File: src/rtl/battleship_turn_ctrl_if.sv
// Battleship controller bundle: player inputs toward the controller,
// game state (cursor, boards, counters, turn flags) back to the consumers.
// master drives buttons/grids (board I/O side); slave is the controller.
interface battleship_turn_ctrl_if #(
    parameter int BOARD_N = 5
);
    localparam int NN = BOARD_N * BOARD_N;
    localparam int CW = $clog2(BOARD_N);
    localparam int LW = $clog2(NN + 1);

    logic            start;
    logic [NN-1:0]   player_grid;
    logic [NN-1:0]   pc_grid;
    logic            right;
    logic            left;
    logic            up;
    logic            down;
    logic            fire;
    logic [CW-1:0]   cur_row;
    logic [CW-1:0]   cur_col;
    logic [2*NN-1:0] player_board;
    logic [2*NN-1:0] pc_board;
    logic [LW-1:0]   player_left;
    logic [LW-1:0]   pc_left;
    logic            player_turn;
    logic            pc_turn;
    logic            game_over;
    logic            winner;

    modport master (
        output start, player_grid, pc_grid,
        output right, left, up, down, fire,
        input  cur_row, cur_col, player_board, pc_board,
        input  player_left, pc_left,
        input  player_turn, pc_turn, game_over, winner
    );

    modport slave (
        input  start, player_grid, pc_grid,
        input  right, left, up, down, fire,
        output cur_row, cur_col, player_board, pc_board,
        output player_left, pc_left,
        output player_turn, pc_turn, game_over, winner
    );
endinterface

File: src/rtl/battleship_turn_ctrl.sv
// Battleship turn controller: player vs PC turn FSM, cursor, boards,
// hit counters, turn timeout and LFSR-driven PC shooter.
// Ports: clk, rst_n (sync, active low), bus (slave modport of the bundle).
module battleship_turn_ctrl #(
    parameter int          BOARD_N     = 5,
    parameter int          TURN_CYCLES = 50000000,
    parameter int          PC_DELAY    = 25000000,
    parameter logic [15:0] LFSR_SEED   = 16'hACE1
) (
    input logic                    clk,
    input logic                    rst_n,
    battleship_turn_ctrl_if.slave  bus
);
    localparam int NN = BOARD_N * BOARD_N;
    localparam int CW = $clog2(BOARD_N);
    localparam int LW = $clog2(NN + 1);
    localparam int IW = $clog2(NN);
    localparam int TW = $clog2(TURN_CYCLES + 1);
    localparam int DW = $clog2(PC_DELAY + 1);

    typedef enum logic [2:0] {
        S_IDLE, S_LOAD, S_P_TURN, S_P_RESOLVE,
        S_PC_WAIT, S_PC_PICK, S_PC_RESOLVE, S_GAME_OVER
    } state_t;

    state_t          state_q, state_d;
    logic            start_q;
    logic [4:0]      btn_q;
    logic [NN-1:0]   pgrid_q, pgrid_d, cgrid_q, cgrid_d;
    logic [2*NN-1:0] pboard_q, pboard_d, cboard_q, cboard_d;
    logic [LW-1:0]   pleft_q, pleft_d, cleft_q, cleft_d;
    logic [CW-1:0]   row_q, row_d, col_q, col_d;
    logic [TW-1:0]   timer_q, timer_d;
    logic [DW-1:0]   wait_q, wait_d;
    logic [15:0]     lfsr_q, lfsr_d;
    logic [IW-1:0]   idx_q, idx_d;
    logic            first_q, first_d;
    logic            winner_q, winner_d;

    logic [4:0]      btn_now, btn_edge;
    logic            start_edge;
    logic [IW-1:0]   cur_idx, lfsr_mod, cand;
    logic [LW-1:0]   pcount, ccount;
    logic            fire_ok;

    function automatic logic [LW-1:0] popcnt(input logic [NN-1:0] v);
        logic [LW-1:0] s;
        s = '0;
        for (int i = 0; i < NN; i++) s = s + LW'(v[i]);
        return s;
    endfunction

    // {right, left, up, down, fire}
    assign btn_now    = {bus.right, bus.left, bus.up, bus.down, bus.fire};
    assign btn_edge   = btn_now & ~btn_q;
    assign start_edge = bus.start & ~start_q;
    assign cur_idx    = IW'(row_q) * IW'(BOARD_N) + IW'(col_q);
    assign lfsr_mod   = IW'(lfsr_q % 16'(NN));
    assign cand       = first_q ? lfsr_mod : idx_q;
    assign pcount     = popcnt(pgrid_q);
    assign ccount     = popcnt(cgrid_q);
    assign fire_ok    = btn_edge[0] && (cboard_q[2*cur_idx +: 2] == 2'b00);

    always_comb begin
        state_d  = state_q;
        pgrid_d  = pgrid_q;
        cgrid_d  = cgrid_q;
        pboard_d = pboard_q;
        cboard_d = cboard_q;
        pleft_d  = pleft_q;
        cleft_d  = cleft_q;
        row_d    = row_q;
        col_d    = col_q;
        timer_d  = timer_q;
        wait_d   = wait_q;
        idx_d    = idx_q;
        first_d  = first_q;
        winner_d = winner_q;
        // taps 16,14,13,11; frozen only while idle
        lfsr_d   = (state_q == S_IDLE) ? lfsr_q
                 : {lfsr_q[14:0], lfsr_q[15] ^ lfsr_q[13] ^ lfsr_q[12] ^ lfsr_q[10]};
        unique case (state_q)
            S_IDLE, S_GAME_OVER: begin
                if (start_edge) begin
                    state_d = S_LOAD;
                    pgrid_d = bus.player_grid;
                    cgrid_d = bus.pc_grid;
                end
            end
            S_LOAD: begin
                for (int i = 0; i < NN; i++)
                    pboard_d[2*i +: 2] = {1'b0, pgrid_q[i]};
                cboard_d = '0;
                pleft_d  = pcount;
                cleft_d  = ccount;
                row_d    = '0;
                col_d    = '0;
                timer_d  = '0;
                wait_d   = '0;
                lfsr_d   = LFSR_SEED;
                winner_d = (pcount == '0);
                state_d  = (pcount == '0 || ccount == '0) ? S_GAME_OVER : S_P_TURN;
            end
            S_P_TURN: begin
                if (fire_ok) begin
                    // the shot uses the cursor as it was before any move this cycle
                    state_d = S_P_RESOLVE;
                    idx_d   = cur_idx;
                    timer_d = '0;
                end else begin
                    if (timer_q == TW'(TURN_CYCLES - 1)) begin
                        state_d = S_PC_WAIT;
                        timer_d = '0;
                        wait_d  = '0;
                    end else begin
                        timer_d = timer_q + TW'(1);
                    end
                    if (btn_edge[4]) begin
                        if (col_q != CW'(BOARD_N - 1)) col_d = col_q + CW'(1);
                    end else if (btn_edge[3]) begin
                        if (col_q != '0) col_d = col_q - CW'(1);
                    end else if (btn_edge[2]) begin
                        if (row_q != '0) row_d = row_q - CW'(1);
                    end else if (btn_edge[1]) begin
                        if (row_q != CW'(BOARD_N - 1)) row_d = row_q + CW'(1);
                    end
                end
            end
            S_P_RESOLVE: begin
                state_d = S_PC_WAIT;
                wait_d  = '0;
                if (cgrid_q[idx_q]) begin
                    cboard_d[2*idx_q +: 2] = 2'b11;
                    if (cleft_q != '0) cleft_d = cleft_q - LW'(1);
                    if (cleft_q <= LW'(1)) begin
                        state_d  = S_GAME_OVER;
                        winner_d = 1'b0;
                    end
                end else begin
                    cboard_d[2*idx_q +: 2] = 2'b10;
                end
            end
            S_PC_WAIT: begin
                if (wait_q == DW'(PC_DELAY - 1)) begin
                    state_d = S_PC_PICK;
                    wait_d  = '0;
                    first_d = 1'b1;
                end else begin
                    wait_d = wait_q + DW'(1);
                end
            end
            S_PC_PICK: begin
                // linear probe past cells that were already shot
                first_d = 1'b0;
                if (!pboard_q[2*cand+1]) begin
                    idx_d   = cand;
                    state_d = S_PC_RESOLVE;
                end else begin
                    idx_d = (cand == IW'(NN - 1)) ? '0 : cand + IW'(1);
                end
            end
            S_PC_RESOLVE: begin
                state_d = S_P_TURN;
                timer_d = '0;
                if (pboard_q[2*idx_q]) begin
                    pboard_d[2*idx_q +: 2] = 2'b11;
                    if (pleft_q != '0) pleft_d = pleft_q - LW'(1);
                    if (pleft_q <= LW'(1)) begin
                        state_d  = S_GAME_OVER;
                        winner_d = 1'b1;
                    end
                end else begin
                    pboard_d[2*idx_q +: 2] = 2'b10;
                end
            end
            default: state_d = S_IDLE;
        endcase
    end

    always_ff @(posedge clk) begin
        if (!rst_n) begin
            state_q  <= S_IDLE;
            start_q  <= 1'b0;
            btn_q    <= '0;
            pgrid_q  <= '0;
            cgrid_q  <= '0;
            pboard_q <= '0;
            cboard_q <= '0;
            pleft_q  <= '0;
            cleft_q  <= '0;
            row_q    <= '0;
            col_q    <= '0;
            timer_q  <= '0;
            wait_q   <= '0;
            lfsr_q   <= LFSR_SEED;
            idx_q    <= '0;
            first_q  <= 1'b0;
            winner_q <= 1'b0;
        end else begin
            state_q  <= state_d;
            start_q  <= bus.start;
            btn_q    <= btn_now;
            pgrid_q  <= pgrid_d;
            cgrid_q  <= cgrid_d;
            pboard_q <= pboard_d;
            cboard_q <= cboard_d;
            pleft_q  <= pleft_d;
            cleft_q  <= cleft_d;
            row_q    <= row_d;
            col_q    <= col_d;
            timer_q  <= timer_d;
            wait_q   <= wait_d;
            lfsr_q   <= lfsr_d;
            idx_q    <= idx_d;
            first_q  <= first_d;
            winner_q <= winner_d;
        end
    end

    assign bus.cur_row      = row_q;
    assign bus.cur_col      = col_q;
    assign bus.player_board = pboard_q;
    assign bus.pc_board     = cboard_q;
    assign bus.player_left  = pleft_q;
    assign bus.pc_left      = cleft_q;
    assign bus.player_turn  = (state_q == S_P_TURN);
    assign bus.pc_turn      = (state_q == S_PC_WAIT) || (state_q == S_PC_PICK)
                           || (state_q == S_PC_RESOLVE);
    assign bus.game_over    = (state_q == S_GAME_OVER);
    assign bus.winner       = winner_q;
endmodule

File: src/flat_wrapper.sv
// flat-port wrapper written by rule: the top's interface ports become plain ports
module battleship_turn_ctrl_flat 
#(
    parameter int          BOARD_N     = 5,
    parameter int          TURN_CYCLES = 50000000,
    parameter int          PC_DELAY    = 25000000,
    parameter logic [15:0] LFSR_SEED   = 16'hACE1
)
  (clk, rst_n, bus_start, bus_player_grid, bus_pc_grid, bus_right, bus_left, bus_up, bus_down, bus_fire, bus_cur_row, bus_cur_col, bus_player_board, bus_pc_board, bus_player_left, bus_pc_left, bus_player_turn, bus_pc_turn, bus_game_over, bus_winner);
  battleship_turn_ctrl_if #(.BOARD_N(BOARD_N)) bus_i ();
  input logic clk;
  input logic rst_n;
  input wire logic [$bits(bus_i.start)-1:0] bus_start;
  input wire logic [$bits(bus_i.player_grid)-1:0] bus_player_grid;
  input wire logic [$bits(bus_i.pc_grid)-1:0] bus_pc_grid;
  input wire logic [$bits(bus_i.right)-1:0] bus_right;
  input wire logic [$bits(bus_i.left)-1:0] bus_left;
  input wire logic [$bits(bus_i.up)-1:0] bus_up;
  input wire logic [$bits(bus_i.down)-1:0] bus_down;
  input wire logic [$bits(bus_i.fire)-1:0] bus_fire;
  output wire logic [$bits(bus_i.cur_row)-1:0] bus_cur_row;
  output wire logic [$bits(bus_i.cur_col)-1:0] bus_cur_col;
  output wire logic [$bits(bus_i.player_board)-1:0] bus_player_board;
  output wire logic [$bits(bus_i.pc_board)-1:0] bus_pc_board;
  output wire logic [$bits(bus_i.player_left)-1:0] bus_player_left;
  output wire logic [$bits(bus_i.pc_left)-1:0] bus_pc_left;
  output wire logic [$bits(bus_i.player_turn)-1:0] bus_player_turn;
  output wire logic [$bits(bus_i.pc_turn)-1:0] bus_pc_turn;
  output wire logic [$bits(bus_i.game_over)-1:0] bus_game_over;
  output wire logic [$bits(bus_i.winner)-1:0] bus_winner;
  assign bus_i.start = bus_start;
  assign bus_i.player_grid = bus_player_grid;
  assign bus_i.pc_grid = bus_pc_grid;
  assign bus_i.right = bus_right;
  assign bus_i.left = bus_left;
  assign bus_i.up = bus_up;
  assign bus_i.down = bus_down;
  assign bus_i.fire = bus_fire;
  assign bus_cur_row = bus_i.cur_row;
  assign bus_cur_col = bus_i.cur_col;
  assign bus_player_board = bus_i.player_board;
  assign bus_pc_board = bus_i.pc_board;
  assign bus_player_left = bus_i.player_left;
  assign bus_pc_left = bus_i.pc_left;
  assign bus_player_turn = bus_i.player_turn;
  assign bus_pc_turn = bus_i.pc_turn;
  assign bus_game_over = bus_i.game_over;
  assign bus_winner = bus_i.winner;
  battleship_turn_ctrl #(.BOARD_N(BOARD_N), .TURN_CYCLES(TURN_CYCLES), .PC_DELAY(PC_DELAY), .LFSR_SEED(LFSR_SEED)) u_core (.clk(clk), .rst_n(rst_n), .bus(bus_i));
endmodule
File: config.mk
export PLATFORM = sky130hd
export DESIGN_NAME = battleship_turn_ctrl_flat
export DESIGN_NICKNAME = d
export VERILOG_FILES = /design/src/rtl/battleship_turn_ctrl_if.sv /design/src/rtl/battleship_turn_ctrl.sv /design/src/flat_wrapper.sv
export SDC_FILE = /design/constraint.sdc
export NUM_CORES = 1
export LEC_CHECK = 0
export BUFFER_PORTS_ARGS = -buffer_cell sky130_fd_sc_hd__buf_2
export CORE_MARGIN = 2
export CORE_UTILIZATION = 29
export CTS_CLUSTER_SIZE = 25
export DETAILED_ROUTE_END_ITERATION = 10
export GPL_TIMING_DRIVEN = 0
export PLACE_DENSITY_LB_ADDON = 0.15
export RECOVER_POWER = 25
export SETUP_SLACK_MARGIN = 0.4
export SKIP_LAST_GASP = 1
export SLEW_MARGIN = 20
export SYNTH_ARGS = -nofsm -noshare
export SYNTH_HDL_FRONTEND = slang
export SYNTH_SLANG_ARGS = --single-unit
File: constraint.sdc
create_clock -name clk -period 10 [get_ports clk]
set_input_delay 0.5 -clock clk [delete_from_list [all_inputs] [get_ports clk]]
set_output_delay 0.5 -clock clk [all_outputs]
set_load 0.02 [all_outputs]
==> metrics, run 1 <==
CP bufs+invs=9; Tightest Pin Transition=roughly 1.2 ns; adder-cell share of the synthesized area=roughly 7.6%; fin area=between 0.02 and 0.025 mm2; Reg clk slew, reported paths=roughly 0.060 ns; crit-path max cell delay=approximately 0.34 ns; multiplexer share of the synthesized area=under 10%; Top FF cell, synth=dfxtp_1; n_diodes=0; synthesized area=roughly 0.017 mm2; Slowest-stage cell, CP=maj3_2; non-filler cells, final=between 3,000 and 4,000; CP top delay family=compound AO/OA/AOI/OAI gates; post-route core utilization=37.2%; hold path depth=2; Port-buffer cells=176; layout cells sized above 1=between 10% and 20%; Placed Cells=between 3,000 and 4,000; Worst path depth=46; Slew Limit Headroom=about 22%; CTS Buffer Depth=3; placement row count=slightly below 90; largest family of logic cells by synthesized area=simple AND/OR/NAND/NOR gates; Netlist cell types=106; Routed Antenna Nets=0; Layout area overhead=26.2%; DR WL/cell=21.1 um; syn_nets=2,281; footprint of the multi-input gates=~0.012 mm2; Seq/Total Area, Yosys=around 30%; most frequent CP cell=buf_4; Hold Path Class=primary input to flop; Crit Path Max Fanout=10; Post-synth top cells=276 x nand2_1, 249 x dfxtp_1, 203 x a21oi_1, 203 x nor2_1, 116 x clkbuf_1; critical path class=flop to flop; CTS Root Cell=clkbuf_16; Nets=between 2,000 and 3,000; CP Launch Type=flop; FF/Latch Area=0.00499 mm2; DP Area=around 0.019 mm2; GRT Resource Usage Total=approximately 22%; Finish-stage setup viols=0; post-place setup slack=-1.34 ns; first-pass GRT wire length=~100,000 um; clk_lat worst skew=0.61 ns; DIE AREA=0.0595 mm2; Post-synth ARST share=0%; Detailed Route WL=68,100 um; Post-Synthesis Cells=between 2,000 and 2,500; xor and xnor area share after synthesis=around 3%; Final min period=approximately 9.5 ns; status=finished, final reports clean; Synth Area in Compound Gates=between 20% and 30%; Chip Width=244 um; Vias per Instance=~5.5; vias in the first global route=about 17,000; ranking of synthesized cells by area=dfxtp_1 30%, nand2_1 6.2%, a21oi_1 6.1%; Initial Util=29.5%; synthesized area per cell=between 7 and 8 um2; most common cell in the netlist=nand2_1; GP Congestion=0.938; crit path DAT=about 10 ns; crit share post-route=94.5%; Die H=between 200 and 250 um; yosys warns=0; number of max-cap violations=0; number of synthesized flops with an enable pin=0; Detailed Routing Iterations Pass 1=5; number of synthesized register bits=~250; post-detail-place hpwl=just over 50,000 um; worst-case reg-to-reg path depth=46; final setup margin=about 0.55 ns; Core Region=approximately 0.057 mm2; Sink Count=249; GRT overflow=0; drc violations=0; RSZ-0062 raised after global routing=true; Fill cells=6,006; CP Data Required Time=between 10 and 15 ns; largest net degree at the start of global routing=16; Final Hold Vio Count=0; CTS tree=done; Crit. End Element=flop; DRT iter0 DRCs=1,326; FMAX=between 100 and 150 MHz; Worst Skew=0.0567 ns; simple-gate share of the synthesized area=between 20% and 30%; Synth area leader=dfxtp_1; boundary pin count=178; Final Max Tran Viols=0; Num CTS Buffers=30; initial antenna violation count=0; share of the synthesized area in the top cell type=between 20% and 30%; H-tree depth=1; DR vias=between 15,000 and 20,000
[stage by stage]
stage	hold slack (ns)	setup TNS, ns
floorplan	0.436	0
global placement	0.454	-8.96
detailed placement	0.455	-8.88
CTS	0.0907	0
global route	0.110	0
finish	0.111	0
[worst reg2reg max path: cells and delay by family, from the launching register on]
kind | cells | cell delay (ns)
buffers and inverters | 9 | 1.32
AOI/OAI and AO/OA | 15 | 3.51
adders and majority gates | 3 | 0.61
xor gates and xnor gates | 1 | 0.14
muxes | 4 | 1.17
and+or+nand+nor | 14 | 2.33
DFF | 1 | 0.33
[layout by cell type (no fill, tap or decap), types with 13 or more instances in the layout]
cell type,n
nand2_1,272
dfxtp_1,244
clkbuf_1,201
nor2_1,199
a21oi_1,193
inv_1,103
nand3_1,100
buf_2,96
buf_4,88
o21ai_0,77
nor3_1,48
and3_1,46
fa_1,39
xnor2_1,35
a31oi_1,35
ha_1,35
clkbuf_16,30
nand4_1,29
nor3b_1,29
o211ai_1,24
a22oi_1,24
mux2i_1,24
nand2b_1,19
o22ai_1,19
nor2b_1,19
a21o_1,17
xor2_1,17
a32oi_1,16
or3_1,16
mux4_2,15
buf_6,13
[sequential cells by signal, summed over array words and instances, names as in the netlist]
register	cells
u_core.bus.player_board	50
u_core.bus.pc_board	50
u_core.timer_q	26
u_core.cgrid_q	25
u_core.bus.winner	1
u_core.first_q	1
u_core.idx_q	5
u_core.wait_q	25
u_core.pgrid_q	25
u_core.btn_q	5
u_core.bus.player_left	5
u_core.bus.cur_row	3
u_core.state_q	3
u_core.bus.pc_left	5
u_core.start_q	1
u_core.bus.cur_col	3
u_core.lfsr_q	16
[cell families (layout without fill, tap and decap cells)]
family | after synthesis | count (layout)
adder cells (fa/ha/maj) | 79 | 79
AND/OR/NAND/NOR | 875 | 875
multiplexers | 66 | 66
flip-flops | 249 | 249
XOR/XNOR | 56 | 56
buffers and inverters | 246 | 569
AO/OA/AOI/OAI | 575 | 575
[final timing paths]
| kind | start | slack (ns) | end |
|---|---|---|---|
| worst max-delay path | u_core.lfsr_q[12] | 0.55 | u_core.idx_q[1] |
| worst min register to register | u_core.pgrid_q[24] | 0.47 | u_core.pgrid_q[24] |
| worst min-delay path | bus_up | 0.11 | u_core.btn_q[2] |
| worst max register to register | u_core.lfsr_q[12] | 0.55 | u_core.idx_q[1] |
[cell type report]
type | instances | area share, %
clock inverter | 12 | 0.606
clock buffer | 44 | 4.19
buffer | 136 | 2.91
inverter | 110 | 1.98
timing repair buffer | 267 | 6.99
sequential | 249 | 23.7
tap | 756 | 4.49
multi-input combinational | 1651 | 55.1
[per-layer routing]
metal | part of all wire, % | global-route usage [%] | wire length, um
met3 | 6.4 | 3.38 | 4350
met1 | 45 | 30.0 | 30500
met5 | 0 | 0 | 0
met2 | 46 | 35.7 | 31200
met4 | 3.2 | 6.96 | 2150
[timing repair]
action / CTS / global route
resized for setup: 91 / 102
endpoints found under the setup margin: 7 / 7
setup buffers: 40 / 47
cloned: 1 / 1
hold buffers: 0 / 0
pin swaps: 35 / 45
Power of run 1 is left out: the tool's default activity adds up to more than one toggle a clock period on the data nets, which glitch-free logic cannot reach.
==> inputs of run 2 (changes only) <==
--- a/config.mk
+++ b/config.mk
@@ -6,6 +6,8 @@
 export NUM_CORES = 1
 export LEC_CHECK = 0
 export BUFFER_PORTS_ARGS = -buffer_cell sky130_fd_sc_hd__buf_2
+export CELL_PAD_IN_SITES_DETAIL_PLACEMENT = 1
+export CELL_PAD_IN_SITES_GLOBAL_PLACEMENT = 2
 export CORE_MARGIN = 2
 export CORE_UTILIZATION = 29
 export CTS_CLUSTER_SIZE = 25
==> run 2 against run 1 <==
  * Flip-flop and latch count stayed put
  * Routed wire length grew 8.1%
  * Non-clock buffer count decreased by 1
  * Critical endpoint is now u_core.idx_q[3]
==> metrics, run 2 (synthesized netlist as in run 1, its figures left out) <==
GP Congestion=0.901; Core Region=0.0566 mm2; Slew Limit Headroom=about 17%; non-filler cells, final=between 3,000 and 4,000; Layout area overhead=26.5%; Hold-fix buffers, CTS=0; Routed Antenna Nets=0; H-tree depth=2; CTS Buffer Depth=3; CP Launch Type=flop; GRT overflow=0; boundary pin count=~180; number of max-cap violations=0; status=finished, final reports clean; Final Max Tran Viols=0; Crit. End Element=flop; most frequent cells in the layout=272 x nand2_1, 248 x dfxtp_1, 199 x clkbuf_1, 198 x nor2_1, 191 x a21oi_1; clk_lat worst skew=approximately 0.55 ns; post-detail-place hpwl=roughly 56,000 um; crit path DAT=a little over 10 ns; crit share post-route=96.3%; commonest non-fill, non-tap cell in the layout=nand2_1; drc violations=0; Num CTS Buffers=34; Tightest Pin Transition=~1.2 ns; vias in the first global route=roughly 18,000; GRT Resource Usage Total=~24%; Slowest-stage cell, CP=a211o_4; CP top delay family=simple AND/OR/NAND/NOR gates; Finish-stage setup viols=0; Initial Util=29.5%; Worst Skew=around 0.018 ns; Die H=244 um; Sink Count=between 200 and 250; CTS tree=done; Final min period=about 9.6 ns; Port-buffer cells=about 180; layout cells sized above 1=17.7%; initial antenna violation count=0; crit-path max cell delay=around 0.4 ns; Vias per Instance=about 5.5; CP Data Required Time=about 10 ns; critical path class=flop to flop; placement row count=87; CP bufs+invs=10; first-pass GRT wire length=about 110,000 um; CTS Root Cell=clkbuf_16; Reg clk slew, reported paths=0.06 ns; DR vias=17,765; DIE AREA=between 0.05 and 0.06 mm2; DRT iter0 DRCs=roughly 1,100; Nets=between 2,000 and 3,000; RSZ-0062 raised after global routing=true; most frequent CP cell=buf_6; FMAX=roughly 100 MHz; Chip Width=244 um; Final Hold Vio Count=0; largest net degree at the start of global routing=12; Crit Path Max Fanout=8; Placed Cells=between 3,000 and 4,000; DR WL/cell=about 23 um; Detailed Route WL=~74,000 um; Hold Path Class=primary input to flop; Detailed Routing Iterations Pass 1=5
==> run 2: metrics by stage <==
stage	util, %	TNS [ns]	worst slack (ns)	hold WS, ns	instance area [um2]
final	37.3	0	0.366	0.169	21100
after CTS	36.9	0	0.369	0.142	20900
after detailed placement	32.8	-10.35	-1.54	0.455	18600
after global routing	37.3	-0.0554	-0.0450	0.157	21100
after floorplan	-	0	0.434	0.436	16700
after global placement	32.7	-8.87	-1.32	0.451	18500
==> run 2: timing repair <==
item                       in CTS  in global routing
resized for setup             142                 34
setup buffers                  67                 19
cloned                          1                  0
setup endpoints to repair       7                  7
pin swaps                      58                 24
==> run 2: path summary, 6_finish.rpt <==
path                   endpoint  slack, ns          startpoint  depth (start not counted)
max             u_core.idx_q[3]       0.37   u_core.lfsr_q[12]                         46
min             u_core.btn_q[2]       0.17              bus_up                          2
max reg2reg     u_core.idx_q[3]       0.37   u_core.lfsr_q[12]                         46
min reg2reg  u_core.pgrid_q[24]       0.47  u_core.pgrid_q[24]                          2
==> run 2: final cells by class <==
type | count | area, um2
Antenna cell | 1 | 2.50
Tap cell | 756 | 946
Inverter | 110 | 418
Sequential cell | 249 | 4990
Clock buffer | 50 | 1010
Multi-Input combinational cell | 1651 | 11600
Fill cell | 6913 | 35500
Clock inverter | 9 | 92.6
Timing Repair Buffer | 266 | 1480
Buffer | 136 | 609
==> run 2: per-layer routing <==
| layer | global-route usage, % | up-vias | wire length [um] |
|---|---|---|---|
| met5 | 0 | - | 0 |
| met1 | 34.4 | 8906 | 34800 |
| met2 | 38.7 | 429 | 33400 |
| li1 | - | 8349 | - |
| met3 | 3.63 | 81 | 3940 |
| met4 | 5.60 | 0 | 1540 |
Power of run 2 is left out for the same reason.
